===== config.mk =====
export PLATFORM = sky130hd
export DESIGN_NAME = mem_access
export DESIGN_NICKNAME = d
export VERILOG_FILES = /design/src/rtl/mem_access.sv
export SDC_FILE = /design/constraint.sdc
export NUM_CORES = 1
export LEC_CHECK = 0
export ABC_AREA = 1
export CELL_PAD_IN_SITES_DETAIL_PLACEMENT = 1
export CELL_PAD_IN_SITES_GLOBAL_PLACEMENT = 2
export CORE_MARGIN = 2
export CORE_UTILIZATION = 22
export DETAILED_ROUTE_END_ITERATION = 16
export MAX_ROUTING_LAYER = met4
export PLACE_DENSITY = 0.83
export SYNTH_ARGS = -nofsm -noshare
export SYNTH_HDL_FRONTEND = slang
export SYNTH_SLANG_ARGS = --single-unit

===== constraint.sdc =====
create_clock -name clk -period 2 [get_ports clk]
set_input_delay 0.4 -clock clk [delete_from_list [all_inputs] [get_ports clk]]
set_output_delay 0.4 -clock clk [all_outputs]
set_load 0.01 [all_outputs]

===== src/rtl/mem_access.sv =====
// MEM-stage data-bus master: decodes load/store ops, checks alignment and runs
// a single-outstanding req/ack transaction, stalling the pipeline until done.
module mem_access (
    input  logic        clk,
    input  logic        rst,
    input  logic        flush,
    input  logic        advance,
    input  logic [7:0]  mem_aluop,
    input  logic [31:0] mem_mem_addr,
    input  logic [31:0] mem_reg2,
    input  logic [31:0] mem_wdata,
    output logic        dbus_req,
    output logic        dbus_we,
    output logic [31:0] dbus_addr,
    output logic [3:0]  dbus_be,
    output logic [31:0] dbus_wdata,
    input  logic [31:0] dbus_rdata,
    input  logic        dbus_ack,
    output logic [31:0] result,
    output logic        stallreq,
    output logic        except_adel,
    output logic        except_ades,
    output logic [31:0] badvaddr
);

    localparam logic [7:0] EXE_LB_OP  = 8'b1110_0000;
    localparam logic [7:0] EXE_LH_OP  = 8'b1110_0001;
    localparam logic [7:0] EXE_LW_OP  = 8'b1110_0011;
    localparam logic [7:0] EXE_LBU_OP = 8'b1110_0100;
    localparam logic [7:0] EXE_LHU_OP = 8'b1110_0101;
    localparam logic [7:0] EXE_SB_OP  = 8'b1110_1000;
    localparam logic [7:0] EXE_SH_OP  = 8'b1110_1001;
    localparam logic [7:0] EXE_SW_OP  = 8'b1110_1011;

    typedef enum logic [1:0] {IDLE, WAIT, HOLD, DRAIN} state_e;
    typedef enum logic [1:0] {SZ_B, SZ_H, SZ_W} size_e;

    state_e      state_q, state_d;
    logic        we_q, we_d;
    logic [31:0] addr_q, addr_d;
    logic [3:0]  be_q, be_d;
    logic [31:0] wdata_q, wdata_d;
    logic        load_q, load_d;
    size_e       size_q, size_d;
    logic        zext_q, zext_d;
    logic [1:0]  lane_q, lane_d;
    logic [31:0] rdata_q, rdata_d;

    logic        is_load, is_store, zext, misaligned, mem_op_ok;
    size_e       size;
    logic [1:0]  lane;
    logic [3:0]  be_c;
    logic [31:0] wdata_c;

    function automatic logic [31:0] extend(input logic [31:0] d, input logic [1:0] ln,
                                           input size_e sz, input logic zx);
        logic [31:0] sh;
        logic [31:0] r;
        sh = d >> {ln, 3'b000};
        case (sz)
            SZ_B:    r = zx ? {24'd0, sh[7:0]} : {{24{sh[7]}}, sh[7:0]};
            SZ_H:    r = zx ? {16'd0, sh[15:0]} : {{16{sh[15]}}, sh[15:0]};
            default: r = d;
        endcase
        return r;
    endfunction

    assign lane = mem_mem_addr[1:0];

    always_comb begin
        is_load  = 1'b0;
        is_store = 1'b0;
        size     = SZ_B;
        zext     = 1'b0;
        case (mem_aluop)
            EXE_LB_OP:  is_load = 1'b1;
            EXE_LBU_OP: begin is_load = 1'b1; zext = 1'b1; end
            EXE_LH_OP:  begin is_load = 1'b1; size = SZ_H; end
            EXE_LHU_OP: begin is_load = 1'b1; size = SZ_H; zext = 1'b1; end
            EXE_LW_OP:  begin is_load = 1'b1; size = SZ_W; end
            EXE_SB_OP:  is_store = 1'b1;
            EXE_SH_OP:  begin is_store = 1'b1; size = SZ_H; end
            EXE_SW_OP:  begin is_store = 1'b1; size = SZ_W; end
            default:    ;
        endcase

        misaligned = ((size == SZ_H) && lane[0]) || ((size == SZ_W) && (lane != 2'b00));

        case (size)
            SZ_B: begin
                be_c    = 4'b0001 << lane;
                wdata_c = {4{mem_reg2[7:0]}};
            end
            SZ_H: begin
                be_c    = lane[1] ? 4'b1100 : 4'b0011;
                wdata_c = {2{mem_reg2[15:0]}};
            end
            default: begin
                be_c    = 4'b1111;
                wdata_c = mem_reg2;
            end
        endcase

        mem_op_ok = (is_load || is_store) && !misaligned;
    end

    always_comb begin
        state_d = state_q;
        we_d    = we_q;
        addr_d  = addr_q;
        be_d    = be_q;
        wdata_d = wdata_q;
        load_d  = load_q;
        size_d  = size_q;
        zext_d  = zext_q;
        lane_d  = lane_q;
        rdata_d = rdata_q;
        case (state_q)
            IDLE: begin
                if (mem_op_ok && !flush) begin
                    state_d = WAIT;
                    we_d    = is_store;
                    addr_d  = {mem_mem_addr[31:2], 2'b00};
                    be_d    = be_c;
                    wdata_d = wdata_c;
                    load_d  = is_load;
                    size_d  = size;
                    zext_d  = zext;
                    lane_d  = lane;
                end
            end
            WAIT: begin
                // A flush coinciding with ack completes the transfer but drops its data.
                if (dbus_ack) begin
                    if (flush) begin
                        state_d = IDLE;
                    end else begin
                        state_d = HOLD;
                        rdata_d = extend(dbus_rdata, lane_q, size_q, zext_q);
                    end
                end else if (flush) begin
                    state_d = DRAIN;
                end
            end
            HOLD: begin
                if (advance || flush) state_d = IDLE;
            end
            DRAIN: begin
                if (dbus_ack) state_d = IDLE;
            end
            default: state_d = IDLE;
        endcase
    end

    always_ff @(posedge clk or negedge rst) begin
        if (!rst) begin
            state_q <= IDLE;
            we_q    <= 1'b0;
            addr_q  <= '0;
            be_q    <= '0;
            wdata_q <= '0;
            load_q  <= 1'b0;
            size_q  <= SZ_B;
            zext_q  <= 1'b0;
            lane_q  <= '0;
            rdata_q <= '0;
        end else begin
            state_q <= state_d;
            we_q    <= we_d;
            addr_q  <= addr_d;
            be_q    <= be_d;
            wdata_q <= wdata_d;
            load_q  <= load_d;
            size_q  <= size_d;
            zext_q  <= zext_d;
            lane_q  <= lane_d;
            rdata_q <= rdata_d;
        end
    end

    assign dbus_req    = (state_q == WAIT) || (state_q == DRAIN);
    assign dbus_we     = we_q;
    assign dbus_addr   = addr_q;
    assign dbus_be     = be_q;
    assign dbus_wdata  = wdata_q;
    assign result      = ((state_q == HOLD) && load_q) ? rdata_q : mem_wdata;
    assign stallreq    = rst && (((state_q == IDLE) && mem_op_ok && !flush) ||
                                 (state_q == WAIT) || (state_q == DRAIN));
    assign except_adel = is_load && misaligned;
    assign except_ades = is_store && misaligned;
    assign badvaddr    = mem_mem_addr;

endmodule


-- Word-level counts from Yosys, hierarchy flattened
Cells that the tools add are included.
- logic and storage cells: 79
- flip-flop bits (word level): 107
- input bits: 141
- reduce and logical (&&, ||, !) cells: 30
- equality and inequality tests: 18
- bitwise operators: 1
- multiplexer cells: 18
- shift-type cells: 2
- operator list (operator ; count):
    32-bit one-hot mux with 2 select lines ; 2
    32-bit two-way mux ; 3
    8-bit equality test (second input constant) ; 8
    32-bit by 5-bit right shift with 16-bit output ; 1
    2-bit two-way mux ; 6
    1-bit logical AND ; 10
    2-bit one-hot mux with 4 select lines ; 1
    4-bit one-hot mux with 2 select lines ; 1
    2-bit by 1-bit equality test with 1-bit output (second input constant) ; 3
    2-bit equality test (second input constant) ; 3
    2-bit zero test ; 3
    1-bit logical OR ; 6
    2-bit inequality test (second input constant) ; 3
    3-bit OR reduction ; 2
    5-bit OR reduction ; 1
    4-bit two-way mux ; 1
    2-bit one-hot mux with 2 select lines ; 1
    4-bit AND reduction ; 1
    2-bit OR reduction ; 2
    1-bit by 2-bit left shift with 4-bit output (first input constant) ; 1
    1-bit two-way mux ; 3
    3-bit inequality test (second input constant) ; 1
    3-bit AND reduction ; 1
    1-bit zero test ; 2
    3 further kinds ; 3

-- Logic depth before layout (Yosys ltp)
Gate-level depths: netlist (run 1).
- depth in word-level cells: 13
- gate-level depth with buffers: 11
- mapped depth without buffers: 10

-- Least setup slack after synthesis (run 1)
Ideal clock, no wire load.
- path type: in2out
- from: input port mem_aluop[4]
- to: output port stallreq
- path buffers: 1
- arrival time: 1.461 ns
- slack: 0.139 ns
- stages on the path: 8
- cell sequence: inv_1 nand2_2 nor2_4 nand3b_1 nand3_2 nand4_2 buf_6 a21boi_0
- cells in the longest elaborated chain, start to end: 13
- elaborated cells between the ends (all ways): 28
- classes of those cells: eq/ne: 10; mux: 3; reduce/logical: 15
- ends and longest elaborated chain (item ; line ; source):
    from (decl) ; 8 ; input logic [7:0] mem_aluop,
    8-bit equality test ; 75 ; case (mem_aluop)
    3-bit OR reduction (no line) / 2-bit OR reduction (equally long branches) ; -- ;
    2-bit one-hot mux with 2 select lines ; 75 ;
    2-bit by 1-bit equality test with 1-bit output / 2-bit equality test (equally long branches) ; 87 ; misaligned = ((size == SZ_H) && lane[0]) || ((size == SZ_W) && (lane != 2'b00));
    1-bit logical AND ; 87 ;
    1-bit logical OR ; 87 ;
    1-bit zero test ; 104 ; mem_op_ok = (is_load || is_store) && !misaligned;
    1-bit logical AND (*) ; 104 ;
    1-bit logical AND (*) (2 in a row) ; 187 ; assign stallreq = rst && (((state_q == IDLE) && mem_op_ok && !flush) ||
    1-bit logical OR (*) ; 187 ;
    1-bit logical OR (*) ; 188 ; (state_q == WAIT) || (state_q == DRAIN));
    1-bit logical AND (*) ; 187 ;
    to (decl) ; 20 ; output logic stallreq,
Every way passes the cells marked *; elsewhere a longest branch is shown, timed or not.

-- Final worst setup path (run 1)
- from: register load_q
- to: output port result[14]
- cells in the longest elaborated chain, start to end: 2
- ends and longest elaborated chain (item ; line ; source):
    from (decl) ; 43 ; logic load_q, load_d;
    from (signal assigned) ; 173 ; load_q <= load_d;
    1-bit logical AND ; 186 ; assign result = ((state_q == HOLD) && load_q) ? rdata_q : mem_wdata;
    32-bit two-way mux ; 186 ;
    to (decl) ; 19 ; output logic [31:0] result,
No other way between the ends.

==> flow_metrics.env, run 1 <==
export IMPL_critPathSlowestCell="dfrtp_1"
export IMPL_slew_headroom=0.562
export IMPL_drt_total_wl_mm=24.5
export IMPL_wire_per_inst_um=16.5
export IMPL_fin_crit_sh=0.987
export IMPL_rsz0062_at_grt="yes"
export IMPL_synthCells=830
export IMPL_clock_path_buffers=2
export IMPL_drive_gt1_frac=0.163
export IMPL_syn_to_final_growth_pct=60.1
export IMPL_cap_violations=0
export IMPL_critical_path_top_delay_family="flip-flops"
export IMPL_clock_skew_ps=10.2
export IMPL_rows=61
export IMPL_yosys_area_top_type="dfrtp_1"
export IMPL_grt_max_degree=108
export IMPL_antenna_found_initial=2
export IMPL_hold_class="primary input to asynchronous set/reset pin"
export IMPL_crit_required_ps=1600
export IMPL_p_leak_nw=4.72
export IMPL_clock_sinks=107
export IMPL_cts_tree="yes"
export IMPL_overflow=0
export IMPL_fmax_ghz=0.506
export IMPL_worstPathMaxFanout=7
export IMPL_start_util=0.222
export IMPL_nets=1246
export IMPL_cts_made_buffers=9
export IMPL_netlist_area_sq_mm=0.00611
export IMPL_fin_ws_ps=25.1
export IMPL_final_cell_mix="nand2_1, clkdlybuf4s50_1, dfrtp_1"
export IMPL_syn_area_per_cell_sq_um=7.37
export IMPL_slew_viol_final=0
export IMPL_outcome="finished, final reports clean"
export IMPL_drt_vias_per_instance=4.35
export IMPL_synth_seq_cells=107
export IMPL_path_cells="nand3_4 > buf_12 > mux2_2 > buf_6"
export IMPL_cts_root_buffer="clkbuf_16"
export IMPL_ctsHoldBuffers=0
export IMPL_power_density_mw_per_mm2=936
export IMPL_clk_latency_ps=360
export IMPL_seq_area_frac_synth=0.438
export IMPL_critPathLaunchType="flop"
export IMPL_dpl_instance_area_sq_mm=0.00940
export IMPL_portBuffers=275
export IMPL_end_kind="primary output"
export IMPL_ioPinCount=278
export IMPL_yosys_top_cells_area="dfrtp_1, nand2_1, nand3_1"
export IMPL_vias=6491
export IMPL_setup_viol_count_final=0
export IMPL_die_h_um=171
export IMPL_grt_pass1_vias=6765
export IMPL_clk_pin_slew_ps=80
export IMPL_ant_nets=0
export IMPL_fin_area_sq_mm=0.00979
export IMPL_synth_top_area_frac=0.438
export IMPL_grt_util_all_layers=0.171
export IMPL_core_sq_mm=0.0276
export IMPL_ys_warn_count=0
export IMPL_drtIter0Drc=232
export IMPL_die_w_um=171
export IMPL_drt_pre_antenna_iters=4
export IMPL_final_common_cell="nand2_1"
export IMPL_pre_cts_slack_ps=-819
export IMPL_finish_utilization=0.355
export IMPL_dieArea_sq_mm=0.0291
export IMPL_drc_errors=0
export IMPL_routabilityCongestion=0.800
export IMPL_dp_hpwl_mm=18.0
export IMPL_crit_arrival_ps=1570
export IMPL_htree_levels=3
export IMPL_grt_pass1_wl_mm=37.2
export IMPL_synth_cell_type_count=35
export IMPL_timing_critical_path_buf_inv=2
export IMPL_period_needed_ps=1970
export IMPL_slowest_delay_ps=430
export IMPL_fin_cells=1491
export IMPL_placed_cells=1462
export IMPL_finalHoldViolCount=0
export IMPL_path_class="flop to primary output"
export IMPL_max_vdd_ir_drop_mv=0.360
export IMPL_p_total_mw=9.16
export IMPL_tightest_slew_ps=657
==> cell type report <==
cell class,count,area (sq um)
clock inverters,7,67.6
well taps,378,473
clock buffers,9,225
fillers,3324,17800
flip-flops and latches,107,2680
diodes,3,7.51
multi-input cells,560,2750
inverters,81,304
repair buffers,346,3290
==> report_power, final <==
part / total (mW) / internal (mW) / switching (mW)
combinational: 4.00 / 1.88 / 2.11
clock: 1.85 / 0.885 / 0.962
sequential: 3.32 / 2.94 / 0.383
total: 9.16 / 5.71 / 3.46
==> cell usage after synthesis (all sizes together) <==
cell / n
inv: 79
nand4: 1
o22ai: 7
clkinv: 2
dfrtp: 107
o32ai: 1
a22oi: 1
nand3b: 4
o21ai: 67
a211oi: 2
a21boi: 1
conb: 1
o211ai: 7
a31oi: 7
nand3: 94
clkbuf: 26
nor3: 3
nor2: 23
o31ai: 1
buf: 57
o2bb2ai: 1
a21oi: 43
mux2: 8
nand2: 287
==> final timing paths <==
check,start,end,slack [ps],cells past startpoint
min in group clk,dbus_addr[13],dbus_addr[13],480,2
hold reg to reg,dbus_addr[13],dbus_addr[13],480,2
setup reg to reg,state_q[0],state_q[0],210,7
hold / removal,rst,rdata_q[20],140,2
setup / recovery,load_q,result[14],30,4
max in group asynchronous,rst,state_q[1],1290,2
==> stage by stage <==
stage	hold slack (ps)	TNS, ps
after floorplan	104	0
after global placement	461	-52010
after detailed placement	465	-56460
after CTS	193	-42.1
after global routing	189	-327
final	139	0
==> kinds of logic after synthesis <==
family                 count (synthesis)  synth area share
AOI/OAI and AO/OA                    138             0.124
muxes                                  8            0.0147
and+or+nand+nor                      412             0.287
buffers and inverters                164             0.135
other                                  1          0.000613
DFF                                  107             0.438
==> metal layers <==
| layer | wire, um | GRT usage |
|---|---|---|
| met2 | 11800 | 0.287 |
| met3 | 2190 | 0.0516 |
| met1 | 10400 | 0.201 |
| met5 | 0 | - |
| met4 | 195 | 0.0405 |
==> flip-flops by register name, summed over array words and instances (netlist names), 2 cells and up <==
signal      count
state_q         2
dbus_addr      30
lane_q          2
dbus_wdata     32
rdata_q        32
dbus_be         4
size_q          2
==> what timing repair did <==
item	in CTS	in global routing
pin swaps	10	11
endpoints found under the setup margin	108	109
gates resized for setup	207	41
gates cloned	2	0
setup buffers	9	2
No activity file was read; power rests on OpenSTA's default activity.
==> run 2, diff against run 1 <==
--- a/config.mk
+++ b/config.mk
@@ -11,6 +11,7 @@
 export CORE_MARGIN = 2
 export CORE_UTILIZATION = 22
 export DETAILED_ROUTE_END_ITERATION = 16
+export HOLD_SLACK_MARGIN = 0.03
 export MAX_ROUTING_LAYER = met4
 export PLACE_DENSITY = 0.83
 export SYNTH_ARGS = -nofsm -noshare
==> results of run 2 <==
No change in the layout: final DEF, timing and power equal those of run 1.
